### config.mk
export PLATFORM = sky130hd
export DESIGN_NAME = mac_lane_array
export DESIGN_NICKNAME = d
export VERILOG_FILES = /design/src/rtl/mac_lane_array.sv
export SDC_FILE = /design/constraint.sdc
export NUM_CORES = 1
export LEC_CHECK = 0
export ABC_AREA = 1
export BUFFER_PORTS_ARGS = -buffer_cell sky130_fd_sc_hd__buf_2
export CAP_MARGIN = 40
export CELL_PAD_IN_SITES_DETAIL_PLACEMENT = 1
export CELL_PAD_IN_SITES_GLOBAL_PLACEMENT = 1
export CORE_ASPECT_RATIO = 1.1
export CORE_MARGIN = 3
export CORE_UTILIZATION = 41
export DETAILED_ROUTE_END_ITERATION = 10
export GPL_ROUTABILITY_DRIVEN = 0
export PLACE_DENSITY_LB_ADDON = 0.08
export SLEW_MARGIN = 20
export SYNTH_ARGS = -nofsm -noshare
export SYNTH_HDL_FRONTEND = slang
export SYNTH_SLANG_ARGS = --single-unit
### constraint.sdc
create_clock -name clk -period 3.8 [get_ports clk]
set_clock_uncertainty 0.1 [all_clocks]
set_input_delay 0.76 -clock clk [delete_from_list [all_inputs] [get_ports clk]]
set_output_delay 0.76 -clock clk [all_outputs]
set_load 0.005 [all_outputs]
### src/rtl/mac_lane_array.sv
// N independent unsigned multiply-accumulate lanes, out = a*b + c, with a fixed two-stage pipeline.
// Every edge advances the pipeline; there is no handshake or stall.
module mac_lane_array #(
  parameter int WIDTH = 8,
  parameter int N     = 4
) (
  input  logic                        clk,
  input  logic                        rst_n,
  input  logic [N-1:0][WIDTH-1:0]     a,
  input  logic [N-1:0][WIDTH-1:0]     b,
  input  logic [N-1:0][2*WIDTH-1:0]   c,
  output logic [N-1:0][2*WIDTH-1:0]   out
);

  genvar gi;
  generate
    for (gi = 0; gi < N; gi++) begin : g_lane
      logic [WIDTH-1:0]   a_q;
      logic [WIDTH-1:0]   b_q;
      logic [2*WIDTH-1:0] c_q;
      logic [2*WIDTH-1:0] prod;
      logic [2*WIDTH-1:0] out_d;
      logic [2*WIDTH-1:0] out_q;

      // Zero-extend so the product is the full 2*WIDTH bits; the sum carry-out is dropped.
      always_comb begin
        prod  = {{WIDTH{1'b0}}, a_q} * {{WIDTH{1'b0}}, b_q};
        out_d = prod + c_q;
      end

      always_ff @(posedge clk or negedge rst_n) begin
        if (!rst_n) begin
          a_q   <= '0;
          b_q   <= '0;
          c_q   <= '0;
          out_q <= '0;
        end else begin
          a_q   <= a[gi];
          b_q   <= b[gi];
          c_q   <= c[gi];
          out_q <= out_d;
        end
      end

      assign out[gi] = out_q;
    end
  endgenerate

endmodule

==> results, run 1 <==
- The quantity of I/O buffers inserted on ports is 193.
- The share of the cycle needed by the critical path after routing is 100%.
- In the routed design, unresolved DRC markers number 0.
- The worst voltage drop across the vdd grid is 0.475 mV.
- The width of the die is 195 µm.
- The initial antenna violation count was 3.
- Leaving out fill and tap cells, the most frequent cell in the layout is sky130_fd_sc_hd__inv_1.
- The kind of start point of the critical path is a flop.
- The placed instances occupy a cell area of 0.0181 mm².
- The placed wire-length estimate is 31.7 mm.
- The number of nets handed over by synthesis was 2378.
- The mapped netlist covers 0.0161 mm².
- For this run, the post-layout net count is 2644.
- The finished cells cover 0.0202 mm².
- The routed layout has 12000 vias.
- The clock passes through at most 2 buffers.
- The peak clock frequency supported by timing is 263 MHz.
- The data arrival at the endpoint of the critical path is 4.08 ns.
- In this run the critical register-to-register path is captured at g_lane[0].out_q[9]$_DFF_PN0_.
- The wire length per cell is 14.6 µm.
- The layout overhead on the synthesized area is 26.0%.
- The I/O pin count is 194.
- The floorplan step set the die height to 214 µm.
- The max capacitance violation total is 0.
- The kind of cell with the highest combined delay along the critical path is adder cells.
- The design draws 14.2 mW.
- Leaving out fill and tap cells, the most frequent cells in the layout are 594 x sky130_fd_sc_hd__inv_1, 404 x sky130_fd_sc_hd__nand2_1, 192 x sky130_fd_sc_hd__buf_2, 179 x sky130_fd_sc_hd__fa_1, 143 x sky130_fd_sc_hd__dfrtp_1.
- Counting the fill cells in the layout gives 4557.
- The clock transition at the registers of the reported paths is 0.08 ns.
- In this run, post-CTS hold repair placed 0 buffers.
- The worst flop-to-flop path startpoint is g_lane[0].b_q[2]$_DFF_PN0_.
- The final critical-path required period is 3.80 ns.
- The worst min-delay path category is in2async.
- Setup slack on the critical path of the routed design comes to -0.00250 ns.
- The first global-routing pass estimated 63.9 mm of wire.
- The number of iterations in the first detailed-routing pass is 4.
- Prior to clock tree synthesis, the placed netlist has a worst setup slack of -0.161 ns.
- The source-to-sink clock delay at the later pin of the worst-skew pair is 0.47 ns.
- The run finished, with violations left.
- Using the TritonRoute via totals, the vias-per-cell ratio works out to 4.48.
- Summed over all layers, the global routing overflow is 0.
- The TritonCTS clock tree is yes.
- The clock root buffer master is sky130_fd_sc_hd__clkbuf_16.
- STA puts the critical path data required time at 4.07 ns.
- The number of max-slew violations in the final report is 0.
- After floorplanning, the core was sized to cover 0.0384 mm².
- Clock tree synthesis inserted a total of 17 buffers.
- The path type of the worst setup path is reg2reg.
- Entering global routing, the biggest net connects 86 pins.
- For this configuration, the core starts out at a cell density of 41.8%.
- The number of nets still failing antenna checks after routing is 0.
- The number of global-route vias before repair is 13400.
- The signal on the critical path passes through buf_6, nand2_2, inv_2, fa_2, fa_1, inv_2, fa_1, fa_1, inv_2, ha_4, nand3_4, nand3_4, nand2_2, nand2_2, xor2_1.
- The number of synthesized register bits is 192.
- The die area is 0.0416 mm².
- The count of clock tree sinks is 192.
- After technology mapping, the gate count stands at 1908.
- Along the worst path, the maximum fanout reaches 5.
- The power density normalized to cell area is 700 mW/mm².
- In the final timing run, aggregate negative setup slack is -0.00250 ns.
- The standby leakage power is 11.9 nW.
- After synthesis, the netlist uses 15 different library cells.
- The hold violation count in the final report is 0.
- The relative max-transition margin is 61.1%.
- Of the cells placed in the final design, the portion with a size suffix greater than 1 is 30.9%.
- Measured on the finished design, the core utilization comes to 52.7%.
- The slowest stage of the critical path is the sky130_fd_sc_hd__fa_1 cell.
- The placement row count is 75.
- The share of the Yosys chip area taken by registers is 29.9%.
- For this run, the number of standard cells in the final layout without fillers is 2688.
- Wires add up to 39.1 mm.
- The average cell area after synthesis is 8.41 µm².
- The register-to-register setup slack is -0.003 ns.
- Final hold analysis gives a worst-case slack of 0.183 ns.
- The cell total after placement is 2628.
- Setup repair after global routing could not meet its margin everywhere.
- The buffers plus inverters on the worst setup path is 4.
- For the pin with the worst max-slew slack, the measured transition is 0.583 ns.
- Across every metal layer, demand over resource in global routing totals 19.1%.
- The H-tree was split into 4 levels.
- In this design, the stage delay of the slowest critical-path cell is 0.54 ns.
- Setup violations remaining at the end of the flow were counted as 1.
- The worst setup path is captured at a flop.
- The count of routing violations after the opening detailed-route iteration is 228.
- The length in cells of the worst reg-to-reg path is 15.
- The final reports fail on negative setup slack.
- The number of warnings issued by yosys is 0.
[cell usage after synthesis]
| cell type | number | share of area [%] |
|---|---|---|
| sky130_fd_sc_hd__a21oi_1 | 28 | 0.87 |
| sky130_fd_sc_hd__nand4_1 | 16 | 0.62 |
| sky130_fd_sc_hd__nand3_2 | 8 | 0.50 |
| sky130_fd_sc_hd__nand2_1 | 509 | 12 |
| sky130_fd_sc_hd__nand2_2 | 3 | 0.12 |
| sky130_fd_sc_hd__inv_1 | 645 | 15 |
| sky130_fd_sc_hd__xor2_1 | 20 | 1.1 |
| sky130_fd_sc_hd__nand3_1 | 44 | 1.4 |
| sky130_fd_sc_hd__nor2_1 | 28 | 0.65 |
| sky130_fd_sc_hd__xnor2_1 | 8 | 0.44 |
| sky130_fd_sc_hd__clkbuf_1 | 64 | 1.5 |
| sky130_fd_sc_hd__fa_1 | 200 | 25 |
| sky130_fd_sc_hd__dfrtp_1 | 192 | 30 |
| sky130_fd_sc_hd__ha_1 | 140 | 11 |
| sky130_fd_sc_hd__inv_2 | 3 | 0.070 |
[report_power, final]
group	internal (mW)	total [mW]	switching [mW]	leakage, nW
clock network	0.949	1.89	0.946	0.295
registers	2.49	2.68	0.190	2.19
logic	4.18	9.59	5.41	9.39
[routing by layer]
| layer | part of all wire, % | vias to the layer above | GRT usage [%] |
|---|---|---|---|
| met5 | 0.097 | - | 0 |
| met4 | 1.6 | 6 | 6.27 |
| met3 | 3.0 | 37 | 3.17 |
| met2 | 55 | 144 | 36.1 |
| met1 | 41 | 6020 | 22.2 |
| li1 | - | 5831 | - |
[worst reg2reg max path, delay by kind of cell, from the launching register on]
kind	cells	cell delay, ns
adder cells (fa/ha/maj)	5	2.26
flip-flops	1	0.47
AND/OR/NAND/NOR	5	0.44
buffers and inverters	4	0.28
XOR/XNOR	1	0.17
[state kept, by name (all words and copies together), names as in the netlist]
register / cells
g_lane.b_q: 32
g_lane.a_q: 32
g_lane.out_q: 64
g_lane.c_q: 64
[cells by family (layout without fill, tap and decap cells)]
family	count (synthesis)	after routing	synth area share, %
compound gates	28	28	0.873
fa+ha+maj	340	340	35.9
buf+inv	712	991	16.6
xor+xnor	28	28	1.53
other cells	0	1	0
flops	192	192	29.9
simple gates	608	608	15.2
[worst max path at each step]
stage / startpoint / endpoint / slack [ns] / cells after the start
6_report: g_lane[0].b_q[2]$_DFF_PN0_ / g_lane[0].out_q[9]$_DFF_PN0_ / -0.003 / 15
5_1_grt: g_lane[3].a_q[5]$_DFF_PN0_ / g_lane[3].out_q[15]$_DFF_PN0_ / -0.17 / 17
4_1_cts: g_lane[3].b_q[0]$_DFF_PN0_ / g_lane[3].out_q[10]$_DFF_PN0_ / -0.002 / 15
3_5_place_dp: g_lane[3].a_q[5]$_DFF_PN0_ / g_lane[3].out_q[10]$_DFF_PN0_ / -0.16 / 15
3_3_place_gp: g_lane[3].a_q[3]$_DFF_PN0_ / g_lane[3].out_q[14]$_DFF_PN0_ / -0.11 / 17
2_1_floorplan: g_lane[0].b_q[0]$_DFF_PN0_ / g_lane[0].out_q[10]$_DFF_PN0_ / 0.06 / 16
[layout make-up]
cell class	instances	area, µm²	area share (%)
antenna	1	2.50	0.0124
timing repair buffer	311	1950	9.64
sequential	192	4870	24.1
clock buffer	17	425	2.10
inverter	648	2450	12.1
clock inverter	15	184	0.909
multi-input combinational	1004	9720	48.1
tap	500	626	3.09
[timing repair]
item	CTS	global route
setup buffers	7	20
endpoints found under the setup margin	33	36
pin swaps	7	109
gates resized for setup	85	303
(Power assumes the default switching activity.)
==> run 2, diff against run 1 <==
--- a/config.mk
+++ b/config.mk
@@ -6,14 +6,13 @@
 export NUM_CORES = 1
 export LEC_CHECK = 0
 export ABC_AREA = 1
-export BUFFER_PORTS_ARGS = -buffer_cell sky130_fd_sc_hd__buf_2
 export CAP_MARGIN = 40
 export CELL_PAD_IN_SITES_DETAIL_PLACEMENT = 1
 export CELL_PAD_IN_SITES_GLOBAL_PLACEMENT = 1
-export CORE_ASPECT_RATIO = 1.1
 export CORE_MARGIN = 3
-export CORE_UTILIZATION = 41
+export CORE_UTILIZATION = 45
 export DETAILED_ROUTE_END_ITERATION = 10
+export DONT_BUFFER_PORTS = 1
 export GPL_ROUTABILITY_DRIVEN = 0
 export PLACE_DENSITY_LB_ADDON = 0.08
 export SLEW_MARGIN = 20
==> run 2 against run 1 <==
The run ends with negative hold slack, negative setup slack left. Register-to-register slack got worse by 0.13 ns. Critical path depth rose by 3. First-iteration DRC count rose by 11%. Via count fell by 3.3%. Power rose by 1.3%. Sequential cell count did not move. Sequential power rose by 4%. Largest cell class unchanged. Clock power fell by 4%. Worst setup slack got worse by 0.13 ns. Non-clock buffer count fell by 171. Wire length rose by 5.1%. Global-route usage rose by 2.5 points.
==> results, run 2 (synthesis gave the netlist of run 1 again) <==
- The aggregate global-route resource usage is 21.6%.
- The number of iterations in the first detailed-routing pass is 6.
- Of all nets on the critical path, the largest fanout is 5.
- The I/O pin count is 194.
- The peak clock frequency supported by timing is 254 MHz.
- The clock transition at the registers of the reported paths is 0.08 ns.
- After detailed routing, the number of remaining DRC violations is 0.
- The top cell types in the final layout, fill and taps aside, are 588 x sky130_fd_sc_hd__inv_1, 400 x sky130_fd_sc_hd__nand2_1, 178 x sky130_fd_sc_hd__fa_1, 145 x sky130_fd_sc_hd__dfrtp_1, 116 x sky130_fd_sc_hd__buf_4.
- The post-layout worst setup margin is -0.132 ns.
- The largest net degree at the start of global routing is 193.
- In the final design database the tool counted 2473 nets.
- The number of nets still failing antenna checks after routing is 0.
- The design draws 14.4 mW.
- The initial antenna violation count is 5.
- CTS built an H-tree with a depth of 4.
- The width of the die is 195 µm.
- Summing over every cut layer, the via total after detailed routing is 11600.
- The required time of the critical path is 4.04 ns.
- The clock root buffer master is sky130_fd_sc_hd__clkbuf_16.
- The largest registers in the layout are g_lane.c_q: 64 flops, g_lane.out_q: 64 flops.
- The kind of start point of the critical path is a flop.
- The wire length of the first global-routing pass is 65.3 mm.
- Data on the critical path arrives at its endpoint at 4.17 ns.
- The flow ran to the end, but the final reports show violations.
- The via count normalized by instance count is 4.71.
- The relative max-transition margin is 81.1%.
- The final standard cell utilization of the core is 55.9%.
- The checks that failed: negative hold slack, negative setup slack.
- Final hold analysis gives a worst-case slack of -0.114 ns.
- Once detailed placement completed, the half-perimeter wirelength came to 30.9 mm.
- The layout overhead on the synthesized area is 21.5%.
- Summed over all cells, the static leakage comes to 11.3 nW.
- The capture point of the worst reg-to-reg path is g_lane[1].out_q[15]$_DFF_PN0_.
- On the worst path, the slowest cell contributes a delay of 0.57 ns.
- The transition at the pin with the smallest max-transition slack is 0.282 ns.
- The library cell used most frequently in the layout, excluding fill and tap cells, is sky130_fd_sc_hd__inv_1.
- The path class of the tightest hold or removal check is in2async.
- The share of cells above drive strength 1 is 26.0%.
- The quantity of I/O buffers inserted on ports is 0.
- The power density normalized to cell area is 736 mW/mm².
- The placement row count is 68.
- The number of inserted filler cells in the final layout is 4004.
- The number of max-slew violations in the final report was 0.
- The slowest stage of the critical path belongs to the cell sky130_fd_sc_hd__fa_1.
- The TritonCTS buffer count is 17.
- In the final routed layout, each cell accounts on average for 16.6 µm.
- The setup check on the worst reg-to-reg path leaves a slack of -0.13 ns.
- After routing, the total negative slack on setup checks comes to -0.921 ns.
- The die is 195 µm tall.
- The count of routing violations after the opening detailed-route iteration is 252.
- The final layout contains routed wiring with a total length of 41.1 mm.
- Counting every sink on the clock net gives 192.
- The worst flop-to-flop path startpoint is g_lane[1].a_q[3]$_DFF_PN0_.
- The source-to-sink clock delay at the later pin of the worst-skew pair is 0.47 ns.
- The number of global-route vias before repair is 13100.
- The length in cells of the worst reg-to-reg path is 18.
- Tracing the worst setup path back leads to its startpoint at g_lane[1].a_q[3]$_DFF_PN0_.
- For the finished layout, the period the worst path requires is 3.93 ns.
- TritonCTS built the clock tree.
- The starting utilization of the core area is 46.0%.
- The buffers plus inverters on the worst setup path is 5.
- The remaining global-route overflow is 0.
- The placeable core area is 0.0349 mm².
- The worst voltage drop across the vdd grid is 0.549 mV.
- The tool flagged a number of max-cap violations equal to 0.
- The hold violation count in the final report is 192.
- Setup repair after global routing could not meet its margin everywhere.
- The number of setup violations in the final report is 18.
- In the finished design, the share of the clock period the worst path needs comes to 103%.
- The die area is 0.0380 mm².
- The signal on the critical path passes through buf_6, nand2_2, inv_2, fa_1, fa_2, fa_1, inv_2, fa_1, inv_2, ha_4, nand2_4, inv_4, nand2_4, nand2_4, nand2_2, nand3_2, nand2_1, nand2_1.
- The path type of the worst setup path is reg2reg.
- The worst-case clock buffer depth is 2.
- The top cell family by delay on the critical path is adder cells.
- The nature of the critical path endpoint is a flop.
## run 2: cell count changes in the layout (fill, tap and decap cells not counted), sizes merged
cell	change
bufinv	-1
diode	+1
clkinvlp	+2
buf	-170
inv	-2
## run 2: area by class of cell
type / instances / area [µm²] / area share (%)
diodes: 2 / 5.00 / 0.0257
clock buffers: 18 / 429 / 2.20
clock inverters: 14 / 144 / 0.737
inverters: 648 / 2440 / 12.5
multi-input cells: 1004 / 9910 / 50.8
flip-flops and latches: 192 / 4860 / 24.9
well taps: 455 / 569 / 2.92
repair buffers: 140 / 1150 / 5.89
## run 2: worst max path at each step
stage                                                to  slack, ns  cells after the start
after global placement    g_lane[1].out_q[10]$_DFF_PN0_      -0.11                     15
after floorplan           g_lane[0].out_q[10]$_DFF_PN0_       0.06                     16
after detailed placement  g_lane[1].out_q[15]$_DFF_PN0_      -0.25                     17
after CTS                 g_lane[1].out_q[15]$_DFF_PN0_      -0.04                     17
final                     g_lane[1].out_q[15]$_DFF_PN0_      -0.13                     18
after global routing      g_lane[1].out_q[15]$_DFF_PN0_      -0.26                     17
## run 2: metal layers
layer  routed length [µm]  GRT usage (%)  share of wire (%)
met3                 1330           3.85                3.2
met4                  957           4.49                2.3
met5                   13              0              0.032
met1                16600           26.0                 40
met2                22200           40.4                 54
## run 2: timing repair
action,CTS,global route
gates cloned,0,0
pin swaps,22,143
endpoints found under the setup margin,34,38
setup buffers,22,22
gates resized for setup,117,310
endpoints found under the hold margin,192,192
## run 2: through the flow
step	area (µm²)	setup WS (ns)	std cells
2_1_floorplan	16100	0.0631	1908
3_3_place_gp	17100	-0.109	2395
3_5_place_dp	17100	-0.245	2395
4_1_cts	18300	-0.0358	2449
5_1_grt	19500	-0.255	2472
6_report	19500	-0.132	2473
## run 2: worst reg2reg max path, stage by stage (launching register included)
cell and delay, ns:
sky130_fd_sc_hd__dfrtp_2 0.46, sky130_fd_sc_hd__buf_6 0.14, sky130_fd_sc_hd__nand2_2 0.06, sky130_fd_sc_hd__inv_2 0.04, sky130_fd_sc_hd__fa_1 0.53, sky130_fd_sc_hd__fa_2 0.45, sky130_fd_sc_hd__fa_1 0.57, sky130_fd_sc_hd__inv_2 0.04
sky130_fd_sc_hd__fa_1 0.51, sky130_fd_sc_hd__inv_2 0.05, sky130_fd_sc_hd__ha_4 0.27, sky130_fd_sc_hd__nand2_4 0.08, sky130_fd_sc_hd__inv_4 0.05, sky130_fd_sc_hd__nand2_4 0.08, sky130_fd_sc_hd__nand2_4 0.06, sky130_fd_sc_hd__nand2_2 0.07
sky130_fd_sc_hd__nand3_2 0.07, sky130_fd_sc_hd__nand2_1 0.09, sky130_fd_sc_hd__nand2_1 0.07
## run 2: where the power goes
group / switching [mW] / internal [mW]
Clock: 0.937 / 0.874
Combinational: 5.62 / 4.14
Sequential: 0.286 / 2.50
Total: 6.84 / 7.51
